$ cat src/rtl/hazard_controller_if.sv
// rtl/hazard_controller_if.sv - pipeline hazard status and register-enable bundle
interface hazard_controller_if #(
  parameter int CNT_W = 32
);
  logic             id_valid;
  logic [4:0]       id_rs1;
  logic [4:0]       id_rs2;
  logic             ex_valid;
  logic             ex_load;
  logic [4:0]       ex_rd;
  logic             ex_redirect;
  logic             imem_pending;
  logic             imem_resp;
  logic             dmem_req;
  logic             dmem_resp;
  logic             pc_load;
  logic             if_id_load;
  logic             id_ex_load;
  logic             ex_mem_load;
  logic             mem_wb_load;
  logic             ctrl_hazard;
  logic             ex_bubble;
  logic [CNT_W-1:0] stall_cnt;
  logic [CNT_W-1:0] flush_cnt;

  // Pipeline side: reports stage status, receives enables and counters.
  modport master (
    output id_valid, id_rs1, id_rs2, ex_valid, ex_load, ex_rd, ex_redirect,
           imem_pending, imem_resp, dmem_req, dmem_resp,
    input  pc_load, if_id_load, id_ex_load, ex_mem_load, mem_wb_load,
           ctrl_hazard, ex_bubble, stall_cnt, flush_cnt
  );

  modport slave (
    input  id_valid, id_rs1, id_rs2, ex_valid, ex_load, ex_rd, ex_redirect,
           imem_pending, imem_resp, dmem_req, dmem_resp,
    output pc_load, if_id_load, id_ex_load, ex_mem_load, mem_wb_load,
           ctrl_hazard, ex_bubble, stall_cnt, flush_cnt
  );
endinterface

$ cat src/rtl/hazard_controller.sv
// rtl/hazard_controller.sv - stall/flush sequencer for the five-stage pipeline
module hazard_controller #(
  parameter int CNT_W = 32
) (
  input  logic         clk,
  input  logic         rst,
  hazard_controller_if.slave hz
);
  typedef enum logic {RUN, FLUSH2} state_e;

  state_e           state_q, state_d;
  logic [CNT_W-1:0] stall_cnt_q, stall_cnt_d;
  logic [CNT_W-1:0] flush_cnt_q, flush_cnt_d;

  logic mem_stall, load_use;
  logic front_en, back_en, hazard, bubble;
  logic stall_inc, flush_inc;

  assign mem_stall = (hz.imem_pending & ~hz.imem_resp) | (hz.dmem_req & ~hz.dmem_resp);
  assign load_use  = hz.ex_valid & hz.ex_load & (hz.ex_rd != 5'd0) & hz.id_valid &
                     ((hz.id_rs1 == hz.ex_rd) | (hz.id_rs2 == hz.ex_rd));

  always_comb begin
    state_d   = state_q;
    front_en  = 1'b1;
    back_en   = 1'b1;
    hazard    = 1'b0;
    bubble    = 1'b0;
    stall_inc = 1'b0;
    flush_inc = 1'b0;
    if (mem_stall) begin
      // EX is frozen, so a pending redirect is still visible once the stall clears.
      front_en  = 1'b0;
      back_en   = 1'b0;
      hazard    = (state_q == FLUSH2);
      stall_inc = 1'b1;
    end else if (state_q == RUN && hz.ex_redirect) begin
      hazard    = 1'b1;
      flush_inc = 1'b1;
      state_d   = FLUSH2;
    end else if (state_q == FLUSH2) begin
      hazard  = 1'b1;
      state_d = RUN;
    end else if (load_use) begin
      front_en  = 1'b0;
      bubble    = 1'b1;
      stall_inc = 1'b1;
    end
  end

  assign stall_cnt_d = (stall_inc && !(&stall_cnt_q)) ? stall_cnt_q + 1'b1 : stall_cnt_q;
  assign flush_cnt_d = (flush_inc && !(&flush_cnt_q)) ? flush_cnt_q + 1'b1 : flush_cnt_q;

  always_ff @(posedge clk or posedge rst) begin
    if (rst) begin
      state_q     <= RUN;
      stall_cnt_q <= '0;
      flush_cnt_q <= '0;
    end else begin
      state_q     <= state_d;
      stall_cnt_q <= stall_cnt_d;
      flush_cnt_q <= flush_cnt_d;
    end
  end

  assign hz.pc_load     = ~rst & front_en;
  assign hz.if_id_load  = ~rst & front_en;
  assign hz.id_ex_load  = ~rst & back_en;
  assign hz.ex_mem_load = ~rst & back_en;
  assign hz.mem_wb_load = ~rst & back_en;
  assign hz.ctrl_hazard = ~rst & hazard;
  assign hz.ex_bubble   = ~rst & bubble;
  assign hz.stall_cnt   = stall_cnt_q;
  assign hz.flush_cnt   = flush_cnt_q;
endmodule

$ cat src/flat_wrapper.sv
// flat-port wrapper written by rule: the top's interface ports become plain ports
module hazard_controller_flat 
#(
  parameter int CNT_W = 32
)
  (clk, rst, hz_id_valid, hz_id_rs1, hz_id_rs2, hz_ex_valid, hz_ex_load, hz_ex_rd, hz_ex_redirect, hz_imem_pending, hz_imem_resp, hz_dmem_req, hz_dmem_resp, hz_pc_load, hz_if_id_load, hz_id_ex_load, hz_ex_mem_load, hz_mem_wb_load, hz_ctrl_hazard, hz_ex_bubble, hz_stall_cnt, hz_flush_cnt);
  hazard_controller_if #(.CNT_W(CNT_W)) hz_i ();
  input  logic clk;
  input  logic rst;
  input wire logic [$bits(hz_i.id_valid)-1:0] hz_id_valid;
  input wire logic [$bits(hz_i.id_rs1)-1:0] hz_id_rs1;
  input wire logic [$bits(hz_i.id_rs2)-1:0] hz_id_rs2;
  input wire logic [$bits(hz_i.ex_valid)-1:0] hz_ex_valid;
  input wire logic [$bits(hz_i.ex_load)-1:0] hz_ex_load;
  input wire logic [$bits(hz_i.ex_rd)-1:0] hz_ex_rd;
  input wire logic [$bits(hz_i.ex_redirect)-1:0] hz_ex_redirect;
  input wire logic [$bits(hz_i.imem_pending)-1:0] hz_imem_pending;
  input wire logic [$bits(hz_i.imem_resp)-1:0] hz_imem_resp;
  input wire logic [$bits(hz_i.dmem_req)-1:0] hz_dmem_req;
  input wire logic [$bits(hz_i.dmem_resp)-1:0] hz_dmem_resp;
  output wire logic [$bits(hz_i.pc_load)-1:0] hz_pc_load;
  output wire logic [$bits(hz_i.if_id_load)-1:0] hz_if_id_load;
  output wire logic [$bits(hz_i.id_ex_load)-1:0] hz_id_ex_load;
  output wire logic [$bits(hz_i.ex_mem_load)-1:0] hz_ex_mem_load;
  output wire logic [$bits(hz_i.mem_wb_load)-1:0] hz_mem_wb_load;
  output wire logic [$bits(hz_i.ctrl_hazard)-1:0] hz_ctrl_hazard;
  output wire logic [$bits(hz_i.ex_bubble)-1:0] hz_ex_bubble;
  output wire logic [$bits(hz_i.stall_cnt)-1:0] hz_stall_cnt;
  output wire logic [$bits(hz_i.flush_cnt)-1:0] hz_flush_cnt;
  assign hz_i.id_valid = hz_id_valid;
  assign hz_i.id_rs1 = hz_id_rs1;
  assign hz_i.id_rs2 = hz_id_rs2;
  assign hz_i.ex_valid = hz_ex_valid;
  assign hz_i.ex_load = hz_ex_load;
  assign hz_i.ex_rd = hz_ex_rd;
  assign hz_i.ex_redirect = hz_ex_redirect;
  assign hz_i.imem_pending = hz_imem_pending;
  assign hz_i.imem_resp = hz_imem_resp;
  assign hz_i.dmem_req = hz_dmem_req;
  assign hz_i.dmem_resp = hz_dmem_resp;
  assign hz_pc_load = hz_i.pc_load;
  assign hz_if_id_load = hz_i.if_id_load;
  assign hz_id_ex_load = hz_i.id_ex_load;
  assign hz_ex_mem_load = hz_i.ex_mem_load;
  assign hz_mem_wb_load = hz_i.mem_wb_load;
  assign hz_ctrl_hazard = hz_i.ctrl_hazard;
  assign hz_ex_bubble = hz_i.ex_bubble;
  assign hz_stall_cnt = hz_i.stall_cnt;
  assign hz_flush_cnt = hz_i.flush_cnt;
  hazard_controller #(.CNT_W(CNT_W)) u_core (.clk(clk), .rst(rst), .hz(hz_i));
endmodule
$ cat config.mk
export PLATFORM = sky130hd
export DESIGN_NAME = hazard_controller_flat
export DESIGN_NICKNAME = d
export VERILOG_FILES = /design/src/rtl/hazard_controller_if.sv /design/src/rtl/hazard_controller.sv /design/src/flat_wrapper.sv
export SDC_FILE = /design/constraint.sdc
export NUM_CORES = 1
export LEC_CHECK = 0
export BUFFER_PORTS_ARGS = -buffer_cell sky130_fd_sc_hd__buf_4
export CORE_ASPECT_RATIO = 0.9
export CORE_MARGIN = 10
export CORE_UTILIZATION = 49
export CTS_CLUSTER_SIZE = 28
export DETAILED_ROUTE_END_ITERATION = 7
export PLACE_DENSITY_LB_ADDON = 0.05
export REMOVE_ABC_BUFFERS = 1
export SLEW_MARGIN = 20
export SYNTH_ARGS = -nofsm -noshare
export SYNTH_HDL_FRONTEND = slang
export SYNTH_SLANG_ARGS = --single-unit
$ cat constraint.sdc
create_clock -name clk -period 2.5 [get_ports clk]
set_input_delay 0.125 -clock clk [delete_from_list [all_inputs] [get_ports clk]]
set_output_delay 0.125 -clock clk [all_outputs]
set_load 0.05 [all_outputs]
==> impl_metrics.tcl, run 1 <==
set metrics [dict create \
    synth_simple_gate_area_frac 0.2648 \
    maxSlewViolCount 0 \
    drt-vias-per-instance 5.187 \
    adder_cell_share_of_the_synthesized_area 0.007556 \
    p_clk_frac 0.274 \
    crit_chain "nand4_1, or4_4, a2111oi_4, nand4_1, nor2_1, xor2_1" \
    wl_per_cell_um 15.82 \
    cellInternalPower_mw 1.985 \
    placement_rows 28 \
    holdCritPathClass "in -> reg" \
    skew_ns 0.009409 \
    antenna_found_initial 0 \
    layout_overhead_on_the_synthesized_area_pct 30.79 \
    critical-path-slowest-cell "sky130_fd_sc_hd__or4_4" \
    dp.final_hpwl_um 6314 \
    critical_path_class "reg -> reg" \
    ant_nets 0 \
    synth_compound_area_frac 0.02078 \
    tightest_slew_ns 0.7257 \
    grt_pass1_wl_um 13470 \
    die_h_um 98.00 \
    setup_viol 0 \
    cts-resized-gates 0 \
    finish.net_count 451 \
    worst_case_vdd_ir_drop_mv 0.8258 \
    rsz0062_at_grt "false" \
    synth.ff_latch_count 65 \
    power.share.switching 0.3793 \
    layout.cells.most_common_list "sky130_fd_sc_hd__buf_4, sky130_fd_sc_hd__dfrtp_1, sky130_fd_sc_hd__xnor2_1, sky130_fd_sc_hd__nand3_1, sky130_fd_sc_hd__nand2_1" \
    ys_types 41 \
    power_per_cell_area_mw_per_mm2 738.3 \
    grt_max_degree 36 \
    power_frac_seq 0.416 \
    finalCritPeriodShare 0.8561 \
    placed_cell_area_mm2 0.004125 \
    num_vias 2692 \
    portBuffers 95 \
    worst-endpoint-arrival_ns 2.39 \
    post_route_cells_drive_above_1_share 0.3030 \
    postSynthAreaPerCell_um2 10.32 \
    htree_num_levels 3 \
    initial_core_util 0.5028 \
    proportion_of_synthesized_chip_area_in_sequential_cells 0.4911 \
    num_ports 96 \
    total_leakage_power_nw 2.046 \
    groute.usage.overall 0.1579 \
    critical_path.startpoint_type "flop" \
    post_synth_instance_area_mm2 0.003312 \
    cp_data_required_time_ns 2.75 \
    switching_power_mw 1.213 \
    cts_made_buffers 9 \
    globalRoute.totalOverflow 0 \
    gp_congestion 0.8269 \
    critPathCaptureType "flop" \
    diodes 0 \
    final_cell_count_no_fill 519 \
    stdcell_area_mm2 0.004332 \
    critical-path-max-stage-delay_ns 0.60 \
    postCtsSetupBuffers 0 \
    combinational_family_with_the_most_area_after_synthesis "simple AND/OR/NAND/NOR gates" \
    die_w_um 106.7 \
    synthXorXnorAreaFrac 0.1904 \
    via_count_of_the_first_global_routing_pass 2688 \
    critical_path.most_common_cell "sky130_fd_sc_hd__nand4_1" \
    status "completed" \
    number_of_detailed_routing_iterations_run_before_antenna_repair 5 \
    clkSinkCount 65 \
    max-clock-path-buffers 2 \
    timing.max_slew.rel_slack 0.5155 \
    clock_latency_ns 0.33 \
    wire_length_after_detailed_routing_um 8209 \
    design.core.area_mm2 0.006586 \
    yosys_warnings 0 \
    maxCapViolations 0 \
    place.detailed.instances 502 \
    comb_power_share 0.310 \
    timing.fmax_ghz 0.4673 \
    cts_tree "done" \
    period_needed_ns 2.140 \
    mostFrequentLayoutCell "sky130_fd_sc_hd__buf_4" \
    post-place-ws_ns 0.3893 \
    synthCells 321 \
    crit_path_max_fanout 6 \
    cts_root_buf "sky130_fd_sc_hd__clkbuf_8" \
    final_critical_path_setup_slack_ns 0.3599 \
    power_mw 3.198 \
    drt_iter0_drc 72 \
    clk_pin_slew_ns 0.07 \
    timing.final.hold_violations 0 \
    final.setup.tns_ns 0 \
    drt_drc_violations_left 0 \
    die_area_mm2 0.01045 \
    muxShareOfSynthArea 0.006800 \
]
[metal layers]
layer	track usage	wire, um	up-vias
met1	0.1827	3473	1292
li1	-	-	1326
met4	0.04683	80	0
met3	0.06110	477	9
met5	0	0	-
met2	0.2641	4178	65
[path summary, 6_finish.rpt]
check	startpoint	to	slack [ns]	cells after the start
min	hz_dmem_req	u_core.state_q$_DFFE_PP0N_	0.18	4
max	u_core.hz.stall_cnt[9]$_DFFE_PP0P_	u_core.hz.stall_cnt[31]$_DFFE_PP0P_	0.36	6
min reg2reg	u_core.hz.flush_cnt[23]$_DFFE_PP0P_	u_core.hz.flush_cnt[23]$_DFFE_PP0P_	0.49	1
max in group asynchronous	rst	u_core.hz.flush_cnt[29]$_DFFE_PP0P_	1.25	4
min in group asynchronous	rst	u_core.hz.stall_cnt[29]$_DFFE_PP0P_	0.50	3
max reg2reg	u_core.hz.stall_cnt[9]$_DFFE_PP0P_	u_core.hz.stall_cnt[31]$_DFFE_PP0P_	0.36	6
[cells by family after synthesis]
| group | count (synthesis) |
|---|---|
| compound gates | 7 |
| mux | 2 |
| flops | 65 |
| simple gates | 161 |
| fa+ha+maj | 2 |
| buf+inv | 12 |
| xor+xnor | 72 |
[stage by stage]
stage / utilization / hold WS [ns]
after floorplan: - / 0.3723
after global placement: 0.6263 / 0.3082
after detailed placement: 0.6263 / 0.3177
after CTS: 0.6577 / 0.1598
after global routing: 0.6577 / 0.1739
final: 0.6577 / 0.1805
[power by group through the flow]
stage                     logic (mW)  registers, mW  clock network (mW)
after detailed placement        1.00           1.34                   0
final                          0.990           1.33               0.876
after floorplan                0.280           1.72                   0
after global routing            1.06           1.35               0.950
after global placement         0.995           1.34                   0
after CTS                       1.01           1.33               0.906
[timing repair]
item                                   4_1_cts  5_1_grt
hold buffers                                 1        0
endpoints found under the hold margin       33        0
setup endpoints to repair                    0        0
[sequential cells by signal, summed over array words and instances (netlist names)]
signal and count:
u_core.hz.stall_cnt 32, u_core.state_q 1, u_core.hz.flush_cnt 32
[cell type report]
cell class                 count  area [um^2]
multi-input combinational    244         1624
tap                           90        112.6
fill                         551         2255
sequential                    65         1627
timing repair buffer         101        760.7
clock buffer                  11        141.4
clock inverter                 5        55.05
inverter                       3        11.26
[critical path: cells and delay by family, from the launching register on]
kind,cells,cell delay [ns]
simple gates,4,1.02
flops,1,0.46
compound gates,1,0.45
xor+xnor,1,0.15
[Yosys cell counts, drive strengths merged]
cell type | number | area share
dfrtp | 65 | 0.49
xnor2 | 43 | 0.11
nand2 | 31 | 0.035
nand3 | 31 | 0.047
xor2 | 29 | 0.077
nor2 | 25 | 0.028
nand4 | 18 | 0.036
and3 | 15 | 0.029
nor3 | 11 | 0.018
buf | 6 | 0.011
and4 | 5 | 0.014
nor4 | 5 | 0.011
or4 | 5 | 0.012
or3 | 4 | 0.0091
clkbuf | 3 | 0.0038
inv | 3 | 0.0034
nor4b | 3 | 0.0079
a21oi | 2 | 0.0042
ha | 2 | 0.0076
mux2 | 2 | 0.0068
nand2b | 2 | 0.0038
nor3b | 2 | 0.0045
a2111oi | 1 | 0.0083
a21boi | 1 | 0.0023
a21o | 1 | 0.0023
a31oi | 1 | 0.0019
and2 | 1 | 0.0019
nor2b | 1 | 0.0019
o22ai | 1 | 0.0019
or2 | 1 | 0.0019
or4b | 1 | 0.0030
Note: power is estimated with default switching activity, not from simulation.
==> inputs of run 2 (changes only) <==
Settings changed: CORE_UTILIZATION 49 to 52, CTS_CLUSTER_DIAMETER from default to 30, REMOVE_ABC_BUFFERS 1 to default.
==> run 2 against run 1 <==
Against the previous run:
- setup slack got worse by 0.16 ns
- count of clock-buffer cells in the layout fell by 1
- register-to-register slack got worse by 0.16 ns
- first-iteration DRC count rose by 53%
- sequential share of layout area rose by 0.098 points
- global-route usage rose by 0.85 points
- flip-flop and latch count did not move
- clock skew fell by 0.0018 ns
- critical path depth fell by 1
- worst hold slack got worse by 0.15 ns
- combinational power barely moved
- critical endpoint is now u_core.hz.stall_cnt[1]$_DFFE_PP0P_
- largest power group unchanged
- highest routed layer unchanged
==> impl_metrics.tcl, run 2 (synthesized netlist as in run 1, its figures left out) <==
set metrics [dict create \
    status "completed" \
    layout.cells.most_common_list "sky130_fd_sc_hd__buf_4, sky130_fd_sc_hd__dfrtp_1, sky130_fd_sc_hd__xnor2_1, sky130_fd_sc_hd__nand3_1, sky130_fd_sc_hd__nand2_1" \
    htree_num_levels 3 \
    multi_input_comb_area_mm2 0.001628 \
    stdcell_area_mm2 0.004320 \
    clk_pin_slew_ns 0.07 \
    final.setup.tns_ns 0 \
    die_h_um 95.71 \
    layout_overhead_on_the_synthesized_area_pct 30.45 \
    drt_drc_violations_left 0 \
    via_count_of_the_first_global_routing_pass 2665 \
    cts_made_buffers 9 \
    dp.final_hpwl_um 6150 \
    globalRoute.totalOverflow 0 \
    wire_length_after_detailed_routing_um 8072 \
    maxCapViolations 0 \
    crit_path_max_fanout 9 \
    period_needed_ns 2.297 \
    diodes 0 \
    power_frac_seq 0.405 \
    clkSinkCount 65 \
    post_route_cells_drive_above_1_share 0.3028 \
    comb_power_share 0.302 \
    power.share.switching 0.3712 \
    cellInternalPower_mw 2.054 \
    ant_nets 0 \
    number_of_detailed_routing_iterations_run_before_antenna_repair 4 \
    drt_iter0_drc 110 \
    finish.net_count 448 \
    m1WireLength_um 3339 \
    portBuffers 95 \
    setup_viol 0 \
    maxSlewViolCount 0 \
    initial_core_util 0.5387 \
    topRoutingLayerUsed "met4" \
    worst_case_vdd_ir_drop_mv 0.6445 \
    critical_path_class "reg -> reg" \
    cts_root_buf "sky130_fd_sc_hd__clkbuf_8" \
    rsz0062_at_grt "false" \
    num_ports 96 \
    seqCellArea_mm2 0.001627 \
    p_clk_frac 0.293 \
    timing.max_slew.rel_slack 0.4664 \
    die_area_mm2 0.009966 \
    tightest_slew_ns 0.8004 \
    cts-resized-gates 0 \
    grt_max_degree 66 \
    timing.fmax_ghz 0.4353 \
    cp_num_buf_inv 0 \
    mostFrequentLayoutCell "sky130_fd_sc_hd__buf_4" \
    die_w_um 104.1 \
    wl_per_cell_um 15.73 \
    total_leakage_power_nw 2.045 \
    timing.final.hold_violations 0 \
    power_per_cell_area_mw_per_mm2 756.0 \
    clock_latency_ns 0.34 \
    worst-endpoint-arrival_ns 2.53 \
    finalCritPeriodShare 0.9189 \
    crit_chain "nand4_1, or4_4, nor3_2, or2_2, mux2_2" \
    critical_path.top_delay_family "simple AND/OR/NAND/NOR gates" \
    critPathCaptureType "flop" \
    holdCritPathClass "in -> async" \
    startpoint "u_core.hz.stall_cnt[8]$_DFFE_PP0P_" \
    switching_power_mw 1.212 \
    antenna_found_initial 0 \
    grt_pass1_wl_um 13550 \
    timing.rr.start "u_core.hz.stall_cnt[8]$_DFFE_PP0P_" \
    critical_path.startpoint_type "flop" \
    critical-path-max-stage-delay_ns 0.61 \
    critical-path-slowest-cell "sky130_fd_sc_hd__or4_4" \
    groute.usage.overall 0.1664 \
    cts.hold.buffers_added 0 \
    design.core.area_mm2 0.006148 \
    max-clock-path-buffers 2 \
    placement_rows 27 \
    placed_cell_area_mm2 0.004110 \
    routed-wl-met3_um 508 \
    drt-vias-per-instance 5.207 \
    cp_data_required_time_ns 2.73 \
    gp_congestion 0.8211 \
    mappedNetlistNets 348 \
    nFillCells 513 \
    routed-wl-met2_um 4098 \
    cts_tree "done" \
    skew_ns 0.007652 \
    num_vias 2671 \
    postCtsSetupBuffers 0 \
]
-- run 2: worst paths after layout --
| path | end | slack [ns] | cells past startpoint |
|---|---|---|---|
| worst min register to register | u_core.hz.flush_cnt[15]$_DFFE_PP0P_ | 0.50 | 1 |
| min in group clk | u_core.state_q$_DFFE_PP0N_ | 0.14 | 4 |
| worst max register to register | u_core.hz.stall_cnt[1]$_DFFE_PP0P_ | 0.20 | 5 |
| worst min-delay path | u_core.hz.flush_cnt[16]$_DFFE_PP0P_ | 0.03 | 3 |
| worst max-delay path | u_core.hz.stall_cnt[1]$_DFFE_PP0P_ | 0.20 | 5 |
| max in group asynchronous | u_core.hz.stall_cnt[18]$_DFFE_PP0P_ | 1.94 | 3 |
-- run 2: cell type report --
class / count / area share
Clock buffer: 10 / 0.02954
Clock inverter: 6 / 0.01911
Inverter: 3 / 0.002606
Multi-Input combinational cell: 244 / 0.3768
Sequential cell: 65 / 0.3765
Tap cell: 87 / 0.02520
Timing Repair Buffer: 98 / 0.1703
-- run 2: tightest hold or removal path, cell delays in order --
cell and delay [ns]:
sky130_fd_sc_hd__buf_4 0.12, sky130_fd_sc_hd__inv_2 0.03, sky130_fd_sc_hd__buf_4 0.62
-- run 2: power groups by stage --
stage                     Clock (mW)  Combinational [mW]  Sequential (mW)
final                          0.956               0.987             1.32
after global routing            1.03                1.05             1.35
after CTS                      0.978                1.00             1.32
after detailed placement           0               0.997             1.34
after global placement             0               0.991             1.34
after floorplan                    0               0.288             1.72
-- run 2: stage by stage --
stage          utilization  total power, mW  setup WS, ns  cells  hold WS, ns
4_1_cts             0.7027            3.303        0.1985    513      0.05921
3_5_place_dp        0.6685            2.338        0.2027    497       0.4410
3_3_place_gp        0.6685            2.328        0.3460    497       0.4356
2_1_floorplan            -            2.012        0.2447    321       0.3723
6_report            0.7027            3.266        0.2028    513      0.03041
5_1_grt             0.7027            3.430       0.07674    513      0.07930
-- run 2: per-layer routing --
layer,track usage,vias to the layer above
li1,-,1322
met2,0.2859,69
met1,0.1889,1266
met3,0.06613,14
met4,0.05440,0
met5,0,-
==> inputs of run 3 (changes only) <==
Settings changed: ABC_AREA from default to 1, CORE_UTILIZATION 52 to 56.
==> run 3 against run 2 <==
Against the previous run:
- non-clock buffer count is 4 higher
- critical path type unchanged
- clock skew is 0.0067 ns higher
- largest power group unchanged
- die area is 22% higher
- wire length is 66% higher
- via count is 77% higher
- combinational power hardly changed
- total power is 1.5% lower
- count of clock-buffer cells in the layout is 1 lower
- maximum frequency is 9.3% higher
- first-iteration DRC count grew to 3.6 times the previous value
==> impl_metrics.tcl, run 3 <==
set metrics [dict create \
    total_leakage_power_nw 2.794 \
    clk_pin_slew_ns 0.08 \
    critPathCaptureType "flop" \
    groute.usage.overall 0.2234 \
    ys_types 29 \
    htree_num_levels 3 \
    gp_congestion 0.9543 \
    die_w_um 114.9 \
    die_h_um 105.4 \
    clkSinkCount 65 \
    postSynthAreaPerCell_um2 6.492 \
    synth_most_common_cell "sky130_fd_sc_hd__nand2_1" \
    max-clock-path-buffers 2 \
    antenna_found_initial 0 \
    globalRoute.totalOverflow 0 \
    crit_chain "ha_1, inv_2, nor2_4, nand2_2, nor2_4, nand4_2, nand2_2, nand2_1, nand2_1" \
    portBuffers 95 \
    grt_max_degree 39 \
    via_count_of_the_first_global_routing_pass 4547 \
    post_synth_main_area_contributors "sky130_fd_sc_hd__dfrtp_1, sky130_fd_sc_hd__nand2_1, sky130_fd_sc_hd__nor2_1" \
    maxCapViolations 0 \
    yosys_most_used_dff "sky130_fd_sc_hd__dfrtp_1" \
    critical-path-slowest-cell "sky130_fd_sc_hd__dfrtp_1" \
    post_route_cells_drive_above_1_share 0.1731 \
    placement_rows 31 \
    holdCritPathClass "in -> reg" \
    final.setup.tns_ns 0 \
    critical-path-max-stage-delay_ns 0.50 \
    drt-vias-per-instance 5.272 \
    grt_pass1_wl_um 22450 \
    synth_common_cells "sky130_fd_sc_hd__nand2_1, sky130_fd_sc_hd__nor2_1, sky130_fd_sc_hd__dfrtp_1" \
    tightest_slew_ns 0.7277 \
    rsz0062_at_grt "false" \
    timing.final.hold_violations 0 \
    ant_nets 0 \
    final_critical_path_setup_slack_ns 0.3976 \
    crit_path_max_fanout 32 \
    synth.ff_latch_count 65 \
    drt_drc_violations_left 0 \
    setup_viol 0 \
    post-synth-top-area-fraction 0.3584 \
    layout.cells.most_common_list "sky130_fd_sc_hd__nand2_1, sky130_fd_sc_hd__buf_4, sky130_fd_sc_hd__nor2_1, sky130_fd_sc_hd__dfrtp_1, sky130_fd_sc_hd__nand3_1" \
    yosysTopAreaCell "sky130_fd_sc_hd__dfrtp_1" \
    timing.max_slew.rel_slack 0.5142 \
    cts_root_buf "sky130_fd_sc_hd__clkbuf_8" \
    initial_core_util 0.5680 \
    cts-resized-gates 0 \
    async_reset_ff_frac 1.000 \
    design.core.area_mm2 0.007990 \
    dp.final_hpwl_um 10260 \
    drt_iter0_drc 395 \
    yosys_warnings 0 \
    critical_path_class "reg -> reg" \
    clock_latency_ns 0.36 \
    post_synth_instance_area_mm2 0.004538 \
    worst_case_vdd_ir_drop_mv 0.2990 \
    period_needed_ns 2.102 \
    power_per_cell_area_mw_per_mm2 584.5 \
    number_of_detailed_routing_iterations_run_before_antenna_repair 5 \
    synth-edff-count 0 \
    post-place-ws_ns 0.4203 \
    cts_tree "done" \
    num_ports 96 \
    mostFrequentLayoutCell "sky130_fd_sc_hd__nand2_1" \
    skew_ns 0.01435 \
    status "completed" \
    critical_path.startpoint_type "flop" \
    maxSlewViolCount 0 \
    worst-endpoint-arrival_ns 2.39 \
    synthCells 699 \
    die_area_mm2 0.01211 \
    wl_per_cell_um 14.96 \
    diodes 0 \
    proportion_of_synthesized_chip_area_in_sequential_cells 0.3584 \
    finish.net_count 820 \
    timing.fmax_ghz 0.4756 \
    cp_data_required_time_ns 2.79 \
    mappedNetlistNets 726 \
    finalCritPeriodShare 0.8410 \
    layout_overhead_on_the_synthesized_area_pct 21.23 \
    cts_made_buffers 9 \
    wire_length_after_detailed_routing_um 13410 \
    num_vias 4724 \
]
[run 3: cell families after synthesis]
group	after synthesis	share of synthesized area
AND/OR/NAND/NOR	516	0.4808
XOR/XNOR	35	0.06755
buffers and inverters	66	0.06644
flip-flops	65	0.3584
AO/OA/AOI/OAI	15	0.02123
adder cells (fa/ha/maj)	2	0.005513
[run 3: through the flow]
step | power [mW] | util | area (um^2) | instances | hold slack, ns
floorplan | 2.020 | - | 4538 | 699 | 0.3792
global placement | 2.323 | 0.6643 | 5308 | 880 | 0.3005
detailed placement | 2.345 | 0.6643 | 5308 | 880 | 0.3213
CTS | 3.238 | 0.6885 | 5502 | 896 | 0.1390
global route | 3.379 | 0.6885 | 5502 | 896 | 0.1811
finish | 3.216 | 0.6885 | 5502 | 896 | 0.1510
[run 3: worst paths after layout]
kind	from	end	slack (ns)	depth (start not counted)
worst max register to register	u_core.hz.stall_cnt[0]$_DFFE_PP0P_	u_core.hz.stall_cnt[28]$_DFFE_PP0P_	0.40	9
worst min register to register	u_core.hz.stall_cnt[1]$_DFFE_PP0P_	u_core.hz.stall_cnt[1]$_DFFE_PP0P_	0.56	2
worst max-delay path	u_core.hz.stall_cnt[0]$_DFFE_PP0P_	u_core.hz.stall_cnt[28]$_DFFE_PP0P_	0.40	9
min in group asynchronous	rst	u_core.hz.stall_cnt[17]$_DFFE_PP0P_	0.46	3
max in group asynchronous	rst	u_core.hz.flush_cnt[21]$_DFFE_PP0P_	1.39	4
worst min-delay path	hz_dmem_resp	u_core.state_q$_DFFE_PP0N_	0.15	4
[run 3: metal layers]
metal,share of wire,wire [um],track usage
met1,0.48,6380,0.3229
met2,0.42,5589,0.3055
met3,0.096,1289,0.07653
met4,0.011,148,0.06537
met5,0,0,0
[run 3: cell type report]
cell class | instances | area (um^2)
clock buffers | 9 | 123.9
multi-input cells | 568 | 2610
fillers | 732 | 2489
flip-flops and latches | 65 | 1627
clock inverters | 6 | 60.06
repair buffers | 102 | 780.7
well taps | 99 | 123.9
inverters | 47 | 176.4
[run 3: what timing repair did]
item,4_1_cts,5_1_grt
endpoints found under the hold margin,29,0
buffers inserted,0,0
hold buffers,1,0
[run 3: critical path: cells and delay by family (launching register included)]
kind          cells  cell delay (ns)
fa+ha+maj         1             0.24
flops             1             0.50
simple gates      7             1.20
buf+inv           1             0.06
[run 3: power by group]
group | switching [mW] | leakage (nW) | internal [mW] | total (mW)
Clock | 0.443 | 0.0909 | 0.449 | 0.892
Sequential | 0.155 | 0.882 | 1.15 | 1.31
Combinational | 0.705 | 1.82 | 0.313 | 1.02
